## src/rtl/boot_loader_ctrl.sv

```systemverilog
// Boot loader: parses a length header from a byte stream, packs payload bytes
// big-endian into words, writes them to instruction memory, then verifies an 8-bit additive trailer.
module boot_loader_ctrl #(
  parameter int DATAW_IN  = 8,
  parameter int DATAW_OUT = 32,
  parameter int ADDR_W    = 14,
  parameter int BASE_ADDR = 0
) (
  input  logic                 clk,
  input  logic                 rst,
  input  logic                 start,
  input  logic                 rx_valid,
  input  logic [DATAW_IN-1:0]  rx_data,
  output logic                 rx_ready,
  output logic                 mem_we,
  output logic [ADDR_W-1:0]    mem_addr,
  output logic [DATAW_OUT-1:0] mem_wdata,
  input  logic                 mem_ready,
  output logic                 busy,
  output logic                 done,
  output logic                 err,
  output logic [1:0]           err_code,
  output logic [ADDR_W:0]      words_written
);

  localparam int BPW       = DATAW_OUT / DATAW_IN;
  localparam int HDR_BYTES = 4;
  localparam int HDR_W     = HDR_BYTES * DATAW_IN;
  localparam int MAXB      = (BPW > HDR_BYTES) ? BPW : HDR_BYTES;
  localparam int IDX_W     = $clog2(MAXB);

  localparam logic [IDX_W-1:0] HDR_LAST  = IDX_W'(HDR_BYTES - 1);
  localparam logic [IDX_W-1:0] WORD_LAST = IDX_W'(BPW - 1);
  localparam logic [HDR_W:0]   LEN_MAX   = (HDR_W+1)'(1) << ADDR_W;

  localparam logic [1:0] EC_NONE = 2'd0;
  localparam logic [1:0] EC_OVF  = 2'd1;
  localparam logic [1:0] EC_CSUM = 2'd2;

  typedef enum logic [2:0] {
    S_IDLE, S_HDR, S_PAY, S_WR, S_CSUM, S_DONE, S_ERR
  } state_t;

  state_t state, state_n;

  logic [HDR_W-DATAW_IN-1:0] hdr_sh;
  logic [IDX_W-1:0]          byte_idx;
  logic [ADDR_W:0]           len_q;
  logic [DATAW_IN-1:0]       acc;

  logic              byte_xfer, wr_xfer, hdr_last, word_last;
  logic              len_zero, len_ovf, restart;
  logic [HDR_W-1:0]  n_full;
  logic [ADDR_W:0]   ww_inc;

  always_comb begin
    rx_ready = (state == S_HDR) || (state == S_PAY) || (state == S_CSUM);
    mem_we   = (state == S_WR);
    busy     = rx_ready || mem_we;
  end

  assign byte_xfer = rx_valid && rx_ready;
  assign wr_xfer   = mem_we && mem_ready;
  assign hdr_last  = (byte_idx == HDR_LAST);
  assign word_last = (byte_idx == WORD_LAST);
  assign n_full    = {hdr_sh, rx_data};
  assign len_zero  = (n_full == '0);
  assign len_ovf   = ({1'b0, n_full} > LEN_MAX);
  assign ww_inc    = words_written + (ADDR_W+1)'(1);
  assign restart   = start && ((state == S_IDLE) || (state == S_DONE) || (state == S_ERR));

  always_ff @(posedge clk or negedge rst) begin
    if (!rst) state <= S_IDLE;
    else      state <= state_n;
  end

  always_comb begin
    state_n = state;
    case (state)
      S_IDLE, S_DONE, S_ERR: if (start) state_n = S_HDR;
      S_HDR: begin
        if (byte_xfer && hdr_last) begin
          if (len_zero)     state_n = S_CSUM;
          else if (len_ovf) state_n = S_ERR;
          else              state_n = S_PAY;
        end
      end
      S_PAY:  if (byte_xfer && word_last) state_n = S_WR;
      S_WR:   if (wr_xfer) state_n = (ww_inc == len_q) ? S_CSUM : S_PAY;
      S_CSUM: if (byte_xfer) state_n = (rx_data == acc) ? S_DONE : S_ERR;
      default: state_n = S_IDLE;
    endcase
  end

  always_ff @(posedge clk or negedge rst) begin
    if (!rst) begin
      hdr_sh        <= '0;
      byte_idx      <= '0;
      len_q         <= '0;
      acc           <= '0;
      mem_wdata     <= '0;
      mem_addr      <= '0;
      words_written <= '0;
      done          <= 1'b0;
      err           <= 1'b0;
      err_code      <= EC_NONE;
    end else if (restart) begin
      hdr_sh        <= '0;
      byte_idx      <= '0;
      len_q         <= '0;
      acc           <= '0;
      mem_wdata     <= '0;
      mem_addr      <= ADDR_W'(BASE_ADDR);
      words_written <= '0;
      done          <= 1'b0;
      err           <= 1'b0;
      err_code      <= EC_NONE;
    end else begin
      case (state)
        S_HDR: if (byte_xfer) begin
          hdr_sh   <= n_full[HDR_W-DATAW_IN-1:0];
          byte_idx <= hdr_last ? '0 : byte_idx + IDX_W'(1);
          if (hdr_last) begin
            len_q <= n_full[ADDR_W:0];
            if (!len_zero && len_ovf) begin
              err      <= 1'b1;
              err_code <= EC_OVF;
            end
          end
        end
        S_PAY: if (byte_xfer) begin
          // first byte of a word ends up in the MSB after BPW shifts
          mem_wdata <= (mem_wdata << DATAW_IN) | DATAW_OUT'(rx_data);
          acc       <= acc + rx_data;
          byte_idx  <= word_last ? '0 : byte_idx + IDX_W'(1);
        end
        S_WR: if (wr_xfer) begin
          words_written <= ww_inc;
          mem_addr      <= mem_addr + ADDR_W'(1);
        end
        S_CSUM: if (byte_xfer) begin
          if (rx_data == acc) begin
            done <= 1'b1;
          end else begin
            err      <= 1'b1;
            err_code <= EC_CSUM;
          end
        end
        default: ;
      endcase
    end
  end

  a_wr_stable: assert property (@(posedge clk) disable iff (!rst)
    (mem_we && !mem_ready) |=> (mem_we && $stable(mem_addr) && $stable(mem_wdata)));
  a_no_overlap: assert property (@(posedge clk) disable iff (!rst) !(mem_we && rx_ready));

endmodule

```

## config.mk

```make
export PLATFORM = sky130hd
export DESIGN_NAME = boot_loader_ctrl
export DESIGN_NICKNAME = d
export VERILOG_FILES = /design/src/rtl/boot_loader_ctrl.sv
export SDC_FILE = /design/constraint.sdc
export NUM_CORES = 1
export LEC_CHECK = 0
export BUFFER_PORTS_ARGS = -buffer_cell sky130_fd_sc_hd__buf_4
export CAP_MARGIN = 20
export CORE_UTILIZATION = 35
export CTS_BUF_LIST = sky130_fd_sc_hd__clkbuf_16
export CTS_CLUSTER_SIZE = 40
export DETAILED_ROUTE_END_ITERATION = 10
export GPL_ROUTABILITY_DRIVEN = 0
export PLACE_DENSITY = 0.62
export SYNTH_ARGS = -nofsm -noshare
export SYNTH_HDL_FRONTEND = slang
export SYNTH_SLANG_ARGS = --single-unit
```

## constraint.sdc

```tcl
create_clock -name clk -period 6.09 [get_ports clk]
set_input_delay 0.9135 -clock clk [delete_from_list [all_inputs] [get_ports clk]]
set_output_delay 0.9135 -clock clk [all_outputs]
set_load 0.01 [all_outputs]
```

## Word level (Yosys, flattened, before mapping)

Index checks and enable logic that the tools add are counted.

| storage, ports and cells | value |
|---|---|
| bits in registers | 117 |
| logic and storage cells | 120 |

| operators by class | value |
|---|---|
| order comparisons | 1 |
| reduce and logical (&&, ||, !) cells | 33 |
| add/sub/neg operators | 4 |
| multiplexer cells | 51 |
| equality and inequality tests | 19 |
| bitwise operators | 1 |

Operator list:

| operator | number |
|---|---|
| 15-bit 2-to-1 mux | 7 |
| 32-bit 2-to-1 mux | 3 |
| 24-bit 2-to-1 mux | 3 |
| 14-bit 2-to-1 mux | 3 |
| 32-bit by 15-bit greater-than comparator with 1-bit output, second input constant | 1 |
| 32-bit zero test | 1 |
| 32-bit by 8-bit bitwise OR with 32-bit output | 1 |
| 3-bit 2-to-1 mux | 8 |
| 8-bit 2-to-1 mux | 3 |
| 2-bit 2-to-1 mux | 11 |
| 2-bit nonzero test | 9 |
| 15-bit by 1-bit adder with 15-bit output, second input constant | 1 |
| 15-bit == test | 1 |
| 3-bit case mux with 5 select lines | 1 |
| 14-bit by 1-bit adder with 14-bit output, second input constant | 1 |
| 3-bit inequality test, second input constant | 4 |
| 1-bit 2-to-1 mux | 10 |
| 3-bit == test, second input constant | 3 |
| 8-bit adder | 1 |
| 8-bit == test | 1 |
| 2-bit AND reduction | 4 |
| 3-bit by 2-bit == test with 1-bit output, second input constant | 2 |
| 2-bit by 1-bit inequality test with 1-bit output, second input constant | 3 |
| 3-bit AND reduction | 2 |
| other kinds (16) | 25 |

## Longest topological paths before layout

| logic depth | value |
|---|---|
| depth in word-level cells | 8 |
| gate-level depth with buffers | 10 |

## Least setup slack after synthesis

No wires, ideal clock.

| path | value |
|---|---|
| path type | input -> register |
| from | input port rx_data[1] |
| to | register acc[7] |
| buffers on the path | 0 |
| path slack | 3609 ps |
| arrival time | 2348 ps |
| stages on the path | 8 |
| required time | 5957 ps |
| cell sequence | ha_1 a21o_1 a21oi_1 o21ai_0 o41ai_1 xor2_1 o211ai_1 o31ai_1 |

| on the way | value |
|---|---|
| cells in the longest elaborated chain, start to end | 4 |

RTL lines:

| item | line | text |
|---|---|---|
| start, declared | 13 | `input logic [DATAW_IN-1:0] rx_data,` |
| 8-bit adder | 134 | `acc <= acc + rx_data;` |
| 8-bit 2-to-1 mux | 131 | `S_PAY: if (byte_xfer) begin` |
| 8-bit 2-to-1 mux | 119 | `case (state)` |
| 8-bit 2-to-1 mux | 107 | `end else if (restart) begin` |
| end signal, assigned | 134 |  |
| end, declared | 49 | `logic [DATAW_IN-1:0] acc;` |

No other way between the ends. The select of a mux whose other input is x is not followed.
A chain may end at the register's enable or synchronous reset.

## Final worst setup path

| path | value |
|---|---|
| from | register state[0] |
| to | register len_q[13] |

| on the way | value |
|---|---|
| cells in the longest elaborated chain, start to end | 6 |
| elaborated cells on any way between the ends | 17 |

RTL lines:

| item | line | text |
|---|---|---|
| start, declared | 44 | `state_t state, state_n;` |
| start signal, assigned | 74 | `else state <= state_n;` |
| 3-bit == test, or another cell as far along | 70 | `assign restart = start && ((state == S_IDLE) \|\| (state == S_DONE) \|\| (state == S_ERR));` |
| 1-bit logical OR (on tied branches) (2 in series) | 70, 57 |  |
| 1-bit logical AND (on tied branches) | 70, 62 |  |
| 2-bit nonzero test (no line) | -- |  |
| 3-bit AND reduction (no line) | -- |  |
| end signal, assigned | 124 | `len_q <= n_full[ADDR_W:0];` |
| end, declared | 48 | `logic [ADDR_W:0] len_q;` |

Parallel ways exist; a longest one is shown, timed or not.

==> flow_metrics.tcl <==
set metrics [dict create \
    antenna_found_initial 0 \
    cts_setup_buffers 0 \
    vias 5077 \
    cp_cell_sequence "xnor2_1 -> mux2i_1 -> and2_2 -> buf_4 -> a21oi_2 -> o21ai_0" \
    area_delta_synth_final_pct 21.5 \
    cpPeakStageDelay_ns 0.82 \
    antenna_cells 0 \
    reg2reg_depth 6 \
    r2r_setup_slack_ns 3.10 \
    first_pass_iters 4 \
    clock_path_buffers 2 \
    gr-total-overflow 0 \
    power.leakage_nw 3.28 \
    routed-wl-met3_um 498 \
    path_max_fanout 63 \
    crit_family "compound AO/OA/AOI/OAI gates" \
    tns_ns 0 \
    min_from "len_q[12]" \
    grt_max_degree 71 \
    path_buf_inv 1 \
    synth_area_leaders "dfrtp_1 49%, nand2_1 11%, o21ai_0 7.1%" \
    die_w_um 133 \
    cp-start-kind "flip-flop" \
    track_usage_pct 17.6 \
    fin_util_pct 43.6 \
    cts_root_buf "clkbuf_16" \
    grt_pass1_vias 4934 \
    yosysTopAreaCell "dfrtp_1" \
    drt-total-wl_um 14500 \
    worstSkewPairLatency_ns 0.41 \
    fmax_mhz 335 \
    avgSynthCellArea_um2 8.60 \
    fin_ws_ns 3.10 \
    regArea_um2 2930 \
    cts_resized 0 \
    grt_setup_unrepaired "no" \
    antenna_left 0 \
    hold_viol 0 \
    powerDensity_nw_per_um2 475 \
    dp_hpwl_um 9650 \
    async_flop_share_pct 100 \
    core_um2 16600 \
    highest_layer "met4" \
    cts.sinks 117 \
    cts_tree "done" \
    placementRows 47 \
    crit_arrival_ns 3.23 \
    worstSetupPathType "reg -> reg" \
    cp.required_ns 6.33 \
    hold_buffers 0 \
    ys_ff_latch 117 \
    ir_drop_mv 0.221 \
    multiInputGateArea_um2 2860 \
    syn_area_um2 5970 \
    yosysWarnings 0 \
    die_y_um 133 \
    min_to "len_q[12]" \
    total_power_mw 3.45 \
    slowest_stage "a21oi_2" \
    dpl.cell_count 954 \
    drtIter0Drc 353 \
    m1WireLength_um 6860 \
    drc 0 \
    status "finished, final reports clean" \
    hold_path_class "reg -> reg" \
    numCtsBuffers 17 \
    dieArea_um2 17600 \
    worst_pin_slew_ns 1.01 \
    finalCritPeriodShare_pct 49.0 \
    setup_violations 0 \
    layout-drive-gt1-share_pct 16.1 \
    synth_seq_area_share_pct 49.0 \
    port-buffer-count 80 \
    maxCapViolations 0 \
    critPathCaptureType "flip-flop" \
    fin_crit_ns 2.99 \
    nFillCells 1663 \
    post_drt_via_cell_ratio 5.15 \
    synth_top_area_share_pct 49.0 \
    slew_headroom_pct 32.6 \
    wl_per_cell_um 14.7 \
    clock_skew_ns 0.00673 \
    cts.htree.levels 4 \
    synth_ff_type "dfrtp_1" \
    start_util_pct 35.9 \
    r2r_start "state[0]" \
    synth_edf_count 0 \
    synth_fp_nets 719 \
    post_synth_num_cell_types 56 \
    grt_pass1_wl_um 24800 \
    place_ws_ns 3.09 \
    synth_cells 695 \
    routed-wl-met2_um 6800 \
    pin_count 81 \
    timing.rr.end "len_q[13]" \
    nets 778 \
    clkTransAtPathRegs_ns 0.05 \
    whs_path_depth 2 \
    fin_cells 985 \
    slew_violations 0 \
]
## metrics by stage
stage | area (um2) | hold WS, ns
finish | 7260 | 0.495
floorplan | 5970 | 0.468
global placement | 6710 | 0.482
detailed placement | 6710 | 0.490
global route | 7260 | 0.519
CTS | 7250 | 0.502
## tightest hold or removal path, stage by stage (launching register included)
cell,delay (ns)
dfrtp_1,0.35
nand2_1,0.05
o21ai_0,0.06
## registers in the layout (all words and copies together), names as in the netlist
| name | cells |
|---|---|
| mem_wdata | 32 |
| hdr_sh | 24 |
| len_q | 15 |
| words_written | 15 |
| mem_addr | 14 |
| acc | 8 |
| state | 3 |
| byte_idx | 2 |
| err_code | 2 |
| done | 1 |
| err | 1 |
## worst max path at each step
stage | start | to | slack [ns] | depth (start not counted)
floorplan | rx_data[1] | acc[7] | 3.61 | 8
global placement | mem_ready | mem_addr[10] | 3.15 | 7
detailed placement | state[0] | len_q[13] | 3.09 | 6
CTS | state[0] | len_q[13] | 3.06 | 6
global route | state[0] | len_q[4] | 2.78 | 6
finish | state[0] | len_q[13] | 3.10 | 6
## layer usage
layer / vias to the layer above / GRT usage [%]
met5: - / 0
met2: 100 / 27.2
met1: 2444 / 23.7
met4: 0 / 7.34
met3: 22 / 3.98
li1: 2511 / -
## cells by family after synthesis
family                     after synthesis  share of synthesized area (%)
and+or+nand+nor                        308                           23.1
buffers and inverters                   51                           3.29
xor gates and xnor gates                38                           5.57
DFF                                    117                           49.0
muxes                                    3                          0.503
adders and majority gates               11                           2.43
AOI/OAI and AO/OA                      167                           16.1
## Yosys cell counts (3+ instances only)
cell,instances
inv_1,6
ha_1,10
o31ai_1,8
nor2_1,40
and3_1,6
nand3_1,21
a21oi_1,42
xor2_1,25
a31oi_1,4
xnor2_1,13
buf_2,3
o22ai_1,3
and2_1,7
o211ai_1,3
dfrtp_1,117
nor2b_1,6
buf_1,4
clkbuf_1,37
nor3_1,7
mux2i_1,3
nand2b_1,4
o21ai_0,85
nor4_1,7
nand3b_1,3
nand2_1,178
o41ai_1,3
nor3b_1,3
nand4_1,12
## cell type report
| cell class | instances | area share [%] |
|---|---|---|
| clock buffer | 17 | 5.86 |
| sequential | 117 | 40.3 |
| tap | 220 | 3.79 |
| multi-input combinational | 527 | 39.3 |
| clock inverter | 13 | 1.62 |
| inverter | 6 | 0.310 |
| timing repair buffer | 85 | 8.79 |
## report_power, final
group | leakage [nW] | internal [mW] | switching (mW) | total [mW]
Sequential | 1.56 | 1.04 | 0.258 | 1.30
Combinational | 1.45 | 0.538 | 0.681 | 1.22
Clock | 0.270 | 0.587 | 0.341 | 0.928
Total | 3.28 | 2.17 | 1.28 | 3.45
## placed cells by master, fill, tap and decap left out, drive strengths merged, types with 4 or more instances in the layout
master	n
and2	7
o21ai	86
nand2	179
and3	6
inv	6
a31oi	4
nor2	40
a21oi	42
clkbuf	17
xnor2	13
clkinv	10
o31ai	9
nor4	7
nor3	7
nand3	22
nand4	12
nand2b	4
buf	85
nor2b	6
dfrtp	117
xor2	25
ha	10
Note: power is estimated with default switching activity, not from simulation.
